### src/rtl/uart_pkg.sv
// -----------------------------------------------------------------------------
// uart_pkg
// Shared definitions for the UART transmitter (uart_tx_drain) and receiver
// (uart_rx): frame-sequencer state encoding, data width and line idle level.
// No ports; import with "import uart_pkg::*;".
// -----------------------------------------------------------------------------
package uart_pkg;

   // Number of data bits carried in one frame.
   localparam int unsigned UART_DATA_BITS = 8;

   // Level of the serial line when nothing is being sent (also the stop level).
   localparam logic IDLE_LEVEL = 1'b1;

   // Frame sequencer states, one serial phase per state.
   typedef enum logic [2:0] {
      IDLE  = 3'd0,
      REQ   = 3'd1,
      WAIT  = 3'd2,
      START = 3'd3,
      DATA  = 3'd4,
      STOP  = 3'd5
   } uart_state_e;

   // True in the states where the baud counter must run.
   function automatic logic uart_state_is_serial(input uart_state_e st);
      return (st == START) || (st == DATA) || (st == STOP);
   endfunction

endpackage : uart_pkg

### src/rtl/uart_baud_gen.sv
// -----------------------------------------------------------------------------
// uart_baud_gen
// Bit-period counter. Counts 0..CLKS_PER_BIT-1 and flags the last clock of
// each serial bit; wraps to 0 after that clock. A synchronous clear holds the
// counter at 0 so the next bit period starts aligned to the clear release.
//
// Ports
//   i_clk      in  1  clock, rising edge
//   i_rst      in  1  synchronous active-high reset
//   i_clear    in  1  hold counter at 0 while high
//   o_bit_end  out 1  high during the last clock of a bit period
// -----------------------------------------------------------------------------
module uart_baud_gen #(
   parameter int unsigned CLKS_PER_BIT = 16
) (
   input  logic i_clk,
   input  logic i_rst,
   input  logic i_clear,
   output logic o_bit_end
);

   localparam int unsigned CNT_W = (CLKS_PER_BIT > 1) ? $clog2(CLKS_PER_BIT) : 1;
   localparam logic [CNT_W-1:0] CNT_LAST = CNT_W'(CLKS_PER_BIT - 1);

   logic [CNT_W-1:0] r_cnt;

   assign o_bit_end = (r_cnt == CNT_LAST);

   always_ff @(posedge i_clk) begin
      if (i_rst || i_clear) begin
         r_cnt <= '0;
      end else if (o_bit_end) begin
         r_cnt <= '0;
      end else begin
         r_cnt <= r_cnt + CNT_W'(1);
      end
   end

endmodule : uart_baud_gen

### src/rtl/uart_tx_drain.sv
// -----------------------------------------------------------------------------
// uart_tx_drain
// UART transmitter that drains a registered-output byte FIFO. Each frame pops
// exactly one byte and sends it LSB first as start + 8 data + STOP_BITS stop.
//
// FIFO handshake: Ren is a one-cycle pop request issued only from REQ, which
// is entered only from IDLE with Fempty low. The FIFO presents the popped byte
// on Fdata in the following cycle (WAIT), where it is captured. Fempty is only
// looked at in IDLE and Fdata only in WAIT. Being the sole reader, this block
// can rely on Fempty staying low between the IDLE decision and the pop.
//
// Parameters
//   CLKS_PER_BIT  clocks per serial bit (2..65535)
//   STOP_BITS     stop bits per frame (1 or 2)
//
// Ports
//   ck         in   1  clock, all logic on rising edge
//   rst        in   1  synchronous active-high reset; aborts a frame in flight
//   Fempty     in   1  FIFO empty flag
//   Fdata      in   8  FIFO registered data out
//   Ren        out  1  FIFO read pulse (state REQ)
//   txd        out  1  serial line, registered, idle high
//   busy       out  1  high whenever the sequencer is not in IDLE
//   tx_done    out  1  pulse in the last clock of the final stop bit
//   o_state    out  3  current sequencer state, for observation
// -----------------------------------------------------------------------------
module uart_tx_drain
   import uart_pkg::*;
#(
   parameter int unsigned CLKS_PER_BIT = 16,
   parameter int unsigned STOP_BITS    = 1
) (
   input  logic        ck,
   input  logic        rst,
   input  logic        Fempty,
   input  logic [7:0]  Fdata,
   output logic        Ren,
   output logic        txd,
   output logic        busy,
   output logic        tx_done,
   output uart_state_e o_state
);

   localparam logic [2:0] BIT_LAST  = 3'(UART_DATA_BITS - 1);
   localparam logic       STOP_LAST = (STOP_BITS == 2) ? 1'b1 : 1'b0;

   // Registered state
   uart_state_e r_state;
   logic [7:0]  r_shreg;
   logic [2:0]  r_bitcnt;
   logic        r_stopcnt;
   logic        r_txd;

   // Next-state values
   uart_state_e w_state_next;
   logic [7:0]  w_shreg_next;
   logic [2:0]  w_bitcnt_next;
   logic        w_stopcnt_next;
   logic        w_txd_next;
   logic        w_tx_done;

   logic        w_bit_end;
   logic        w_baud_clear;

   // The baud counter only runs during the serial phases; it sits at 0 in
   // IDLE/REQ/WAIT so the start bit is always a full bit period long.
   assign w_baud_clear = !uart_state_is_serial(r_state);

   uart_baud_gen #(
      .CLKS_PER_BIT (CLKS_PER_BIT)
   ) u_baud (
      .i_clk     (ck),
      .i_rst     (rst),
      .i_clear   (w_baud_clear),
      .o_bit_end (w_bit_end)
   );

   // State register and datapath registers
   always_ff @(posedge ck) begin
      if (rst) begin
         r_state   <= IDLE;
         r_shreg   <= '0;
         r_bitcnt  <= '0;
         r_stopcnt <= 1'b0;
         r_txd     <= IDLE_LEVEL;
      end else begin
         r_state   <= w_state_next;
         r_shreg   <= w_shreg_next;
         r_bitcnt  <= w_bitcnt_next;
         r_stopcnt <= w_stopcnt_next;
         r_txd     <= w_txd_next;
      end
   end

   // Next-state, datapath update and tx_done decode
   always_comb begin
      w_state_next   = r_state;
      w_shreg_next   = r_shreg;
      w_bitcnt_next  = r_bitcnt;
      w_stopcnt_next = r_stopcnt;
      w_tx_done      = 1'b0;

      unique case (r_state)
         IDLE: begin
            if (!Fempty) begin
               w_state_next = REQ;
            end
         end

         REQ: begin
            w_state_next = WAIT;
         end

         WAIT: begin
            w_shreg_next   = Fdata;
            w_bitcnt_next  = '0;
            w_stopcnt_next = 1'b0;
            w_state_next   = START;
         end

         START: begin
            if (w_bit_end) begin
               w_state_next = DATA;
            end
         end

         DATA: begin
            if (w_bit_end) begin
               w_shreg_next  = {1'b0, r_shreg[7:1]};
               w_bitcnt_next = r_bitcnt + 3'd1;
               if (r_bitcnt == BIT_LAST) begin
                  w_state_next = STOP;
               end
            end
         end

         STOP: begin
            if (w_bit_end) begin
               if (r_stopcnt == STOP_LAST) begin
                  w_tx_done    = 1'b1;
                  w_state_next = IDLE;
               end else begin
                  w_stopcnt_next = r_stopcnt + 1'b1;
               end
            end
         end

         default: begin
            w_state_next = IDLE;
         end
      endcase
   end

   // The line level is computed from the *next* state so that the flop output
   // changes on the same edge as the state register: txd is 0 in every START
   // cycle and shows shreg[0] in every DATA cycle, with no extra lag.
   always_comb begin
      w_txd_next = IDLE_LEVEL;
      if (w_state_next == START) begin
         w_txd_next = 1'b0;
      end else if (w_state_next == DATA) begin
         w_txd_next = w_shreg_next[0];
      end
   end

   assign txd     = r_txd;
   assign Ren     = (r_state == REQ);
   assign busy    = (r_state != IDLE);
   assign tx_done = w_tx_done;
   assign o_state = r_state;

endmodule : uart_tx_drain

### config.mk
export PLATFORM = sky130hd
export DESIGN_NAME = uart_tx_drain
export DESIGN_NICKNAME = d
export VERILOG_FILES = /design/src/rtl/uart_pkg.sv /design/src/rtl/uart_baud_gen.sv /design/src/rtl/uart_tx_drain.sv
export SDC_FILE = /design/constraint.sdc
export NUM_CORES = 1
export LEC_CHECK = 0
export CAP_MARGIN = 40
export CORE_MARGIN = 5
export CORE_UTILIZATION = 56
export CTS_BUF_LIST = sky130_fd_sc_hd__clkbuf_2
export DETAILED_ROUTE_END_ITERATION = 8
export PLACE_DENSITY = 0.89
export SYNTH_ARGS = -nofsm -noshare
export SYNTH_HDL_FRONTEND = slang
export SYNTH_SLANG_ARGS = --single-unit
export TNS_END_PERCENT = 1
### constraint.sdc
create_clock -name ck -period 3.8 [get_ports ck]
set_input_delay 0.76 -clock ck [delete_from_list [all_inputs] [get_ports ck]]
set_output_delay 0.76 -clock ck [all_outputs]
set_load 0.005 [all_outputs]
# Word-level counts from Yosys, hierarchy flattened
# Cells that the tools add are included.
dict set report totals {
  register_bits 20
  elab_cells 51
}
dict set report classes {
  n_addsub 3
  n_eq_ne 11
  n_mux 19
  n_reduce_logical 11
}
# operator n
set op_table {}
lappend op_table {{3-bit 2-to-1 mux} 7}
lappend op_table {{3-bit one-hot mux with 6 select lines} 1}
lappend op_table {{8-bit one-hot mux with 2 select lines} 1}
lappend op_table {{3-bit equality test (second input constant)} 4}
lappend op_table {{3-bit by 2-bit equality test with 1-bit output (second input constant)} 3}
lappend op_table {{8-bit 2-to-1 mux} 1}
lappend op_table {{1-bit 2-to-1 mux} 7}
lappend op_table {{3-bit one-hot mux with 2 select lines} 1}
lappend op_table {{4-bit by 1-bit adder with 4-bit output (second input constant)} 1}
lappend op_table {{4-bit equality test (second input constant)} 1}
lappend op_table {{2-bit by 1-bit != test with 1-bit output (second input constant)} 2}
lappend op_table {{2-bit AND reduction} 2}
lappend op_table {{2-bit nonzero test} 2}
lappend op_table {{3-bit by 1-bit adder with 3-bit output (second input constant)} 1}
lappend op_table {{3-bit by 1-bit equality test with 1-bit output (second input constant)} 1}
lappend op_table {{3-bit zero test} 1}
lappend op_table {{1-bit logical OR} 3}
lappend op_table {{3-bit nonzero test} 1}
lappend op_table {{1-bit one-hot mux with 2 select lines} 1}
lappend op_table {{2-bit OR reduction} 1}
lappend op_table {{1-bit adder (second input constant)} 1}
lappend op_table {{1-bit zero test} 1}

# Longest topological paths before layout
dict set report depth {
  word_depth 7
  ltp_mapped 6
  depth_no_buf 6
}

# Hierarchy
# Synthesis repeated with hierarchy kept, for this count alone.
dict set report hier_totals {
  cells_unflattened 102
  area_unflattened_um2 920.9
}
# mod instances cells_per_inst area_per_inst_um2 seq_area_each_um2
set by_module_without_submodules {}
lappend by_module_without_submodules {uart_tx_drain 1 86 763.2 300.3}
lappend by_module_without_submodules {uart_baud_gen 1 16 157.7 80.1}

# Worst setup path before layout
# No wires, ideal clock.
dict set report synth_timing {
  path_kind {register to output}
  startpoint {register r_state[2], in the netlist o_state[2]}
  endpoint {output busy}
  arrival_ns 0.979
  t_required_ns 3.040
  path_slack_ns 2.061
  path_stages_with_launch 3
  n_path_buf 1
  path_cell_list {dfxtp_1 -> buf_4 -> or3_2}
}
dict set report synth_between {
  elab_chain_cells 1
}
# element line
set synth_lines {}
lappend synth_lines {{from (decl)} uart_tx_drain.sv:48} ;# uart_state_e r_state;
lappend synth_lines {{from (signal assigned)} uart_tx_drain.sv:87} ;# r_state <= w_state_next;
lappend synth_lines {{3-bit nonzero test} uart_tx_drain.sv:168} ;# assign busy = (r_state != IDLE);
lappend synth_lines {{to (decl)} uart_tx_drain.sv:39} ;# output logic busy,
# No other way between the ends.

# Worst setup path in the final report
dict set report layout_timing {
  startpoint {register r_state[0], in the netlist o_state[0]}
  endpoint {output tx_done}
}
dict set report layout_between {
  elab_chain_cells 2
}
# element line
set layout_lines {}
lappend layout_lines {{3-bit equality test} uart_tx_drain.sv:103} ;# unique case (r_state)
lappend layout_lines {{1-bit 2-to-1 mux} uart_tx_drain.sv:103}
lappend layout_lines {{to (decl)} uart_tx_drain.sv:40} ;# output logic tx_done,
# No other way between the ends.

==> results.ini <==
[status]
status=finished, final reports clean

[pwr]
powerDensity_nw_per_um2=333
swShare_pct=26.5
power.internal_uw=261
clockPowerShare_pct=24.6
p_leak_nw=0.390
p_switching_uw=94.1
p_seq_share_pct=60.7
max-vdd-ir-drop_uv=211
power_uw=356
power_frac_comb_pct=14.7

[route]
vias_per_cell=5.87
vias=739
drtIter0Drc=13
drtPass1Iterations=4
drc=0
drtAntennaViolNets=0
wl_um=1710
wl_per_cell_um=13.6

[setup_path]
required_ps=3040
worstPathMaxFanout=10
path_class=flip-flop to output port
reg2reg_depth=4
cp-start-kind=flip-flop
cp_data_arrival_time_ps=1830
rr_startpoint=o_state[1]
reg2reg_to=txd
rrSetupSlack_ps=1930
critPathCaptureType=output port

[synth]
synth_cell_types=35
synth_edf_count=0
synth_nets=110
ys_ff_latch=19
synthesis.area_um2=902
syn_inst=96
yosysWarnings=0
async_flop_share_pct=0
avgSynthCellArea_um2=9.40
seq_area_frac_synth_pct=42.2
ys.flop_type=dfxtp_1

[timing]
period_share_pct=68.1
skew_ps=22.8
setup_viol=0
hold_viol=0
fin_crit_ps=2590
final_max_slew_viol_count=0
rsz0062_at_grt=no
max_freq_ghz=0.386
worst_pin_slew_ps=607
fin_setup_tns_ps=0
slew_headroom_pct=59.4

[placed_design]
place_congestion=0.812
port_buffers=17
dp_hpwl_um=1260

[floorplanning]
die_x_um=50.1
core_area_um2=1520
dieArea_um2=2510
die_h_um=50.1
rows=14
ios=18
start_util_pct=59.2

[clock_tree]
cts_hold_buf=0
clk_latency_ps=330
cts_buffers=3
clk_pin_slew_ps=160
clockBufferDepth=2
postCtsSetupBuffers=0
clockRootBuffer=clkbuf_2
cts_max_level=1
cts-resized-gates=0
clock-sinks=19
cts_tree=built

[cells_and_area]
nets=125
syn2layout_area_growth_pct=18.4
diodes=0
drive_above_1_share_pct=10.0

[worst_hold_path]
holdPathEnd=u_baud.r_cnt[0]
holdPathStages=1
hold_start=u_baud.r_cnt[0]
hold_class=flip-flop to flip-flop

[job]
max_cap_violations=0

[global_routing]
grt_pass1_wl_um=2880
antenna_found_initial=0
grt_max_degree=18
grt_overflow=0
first_global_vias=662
grtUsageTotal_pct=14.9

cells in the final DEF (no fill, tap or decap), types with 2 or more instances in the layout:
| cell | count |
|---|---|
| mux2i_1 | 4 |
| a22oi_1 | 7 |
| clkdlybuf4s50_1 | 17 |
| dfxtp_1 | 19 |
| a21oi_1 | 11 |
| nor2_1 | 7 |
| nand4_1 | 3 |
| nand2_1 | 9 |
| ha_1 | 3 |
| clkbuf_2 | 3 |
| nor2b_1 | 3 |
| and2_1 | 2 |
cell families (layout without fill, tap and decap cells):
kind of cell,Yosys count,in the layout,share of synthesized area (%)
simple gates,34,34,21.8
compound gates,26,26,20.2
flops,19,19,42.2
fa+ha+maj,3,3,4.16
mux,4,4,4.44
xor+xnor,2,2,1.94
buf+inv,8,22,5.27
worst max-delay path: stages, from the launching register on:
cell and delay (ps):
dfxtp_1 600, and4_4 310, and2_1 130, clkdlybuf4s50_1 490
area by class of cell:
| cell class | count | area, um^2 |
|---|---|---|
| well taps | 16 | 20.0 |
| multi-input cells | 69 | 474 |
| repair buffers | 17 | 170 |
| flip-flops and latches | 19 | 380 |
| clock inverters | 1 | 5.00 |
| clock buffers | 3 | 15.0 |
| fillers | 111 | 455 |
| inverters | 1 | 3.75 |
sequential cells by signal (all words and copies together), names as in the netlist:
name          flops
r_bitcnt          3
r_shreg           8
txd               1
u_baud.r_cnt      4
o_state           3
power groups by stage:
stage	clock network, mW	registers [mW]	logic [mW]
finish	0.0875	0.216	0.0521
global route	0.0997	0.217	0.0569
CTS	0.0919	0.216	0.0525
detailed placement	0	0.220	0.0523
global placement	0	0.220	0.0509
floorplan	0	0.215	0.0341
cells in the mapped netlist, types with 2 or more instances:
library cell	number	area, um^2
buf_2	2	10.0
a21oi_1	11	55.1
clkbuf_1	2	7.51
ha_1	3	37.5
a22oi_1	7	52.6
nand4_1	3	18.8
nor2b_1	3	18.8
dfxtp_1	19	380
buf_4	2	15.0
and2_1	2	12.5
nand2_1	9	33.8
mux2i_1	4	40.0
nor2_1	7	26.3
routing by layer:
metal  track usage [%]  wire (um)
met1              18.6        769
met4              11.8         55
met2              22.0        795
met5                 0          0
met3              3.25         90
worst max path at each step:
stage               startpoint  endpoint  slack [ps]  cells after the start
floorplan           o_state[2]      busy        2060                      2
global placement           rst       txd        1560                      3
detailed placement         rst       txd        1440                      3
CTS                 o_state[0]   tx_done        1180                      3
global route        o_state[2]   tx_done        1110                      3
finish              o_state[0]   tx_done        1210                      3
per-stage QoR:
| step | setup WS, ps | instances | util, % | cell area, um^2 | hold WS (ps) |
|---|---|---|---|---|---|
| 6_report | 1210 | 126 | 70.1 | 1070 | 467 |
| 5_1_grt | 1110 | 126 | 70.1 | 1070 | 486 |
| 4_1_cts | 1180 | 126 | 70.1 | 1070 | 469 |
| 3_5_place_dp | 1440 | 122 | 68.8 | 1050 | 446 |
| 3_3_place_gp | 1560 | 122 | 68.8 | 1050 | 429 |
| 2_1_floorplan | 2060 | 96 | - | 902 | 418 |
(Power assumes the default switching activity.)
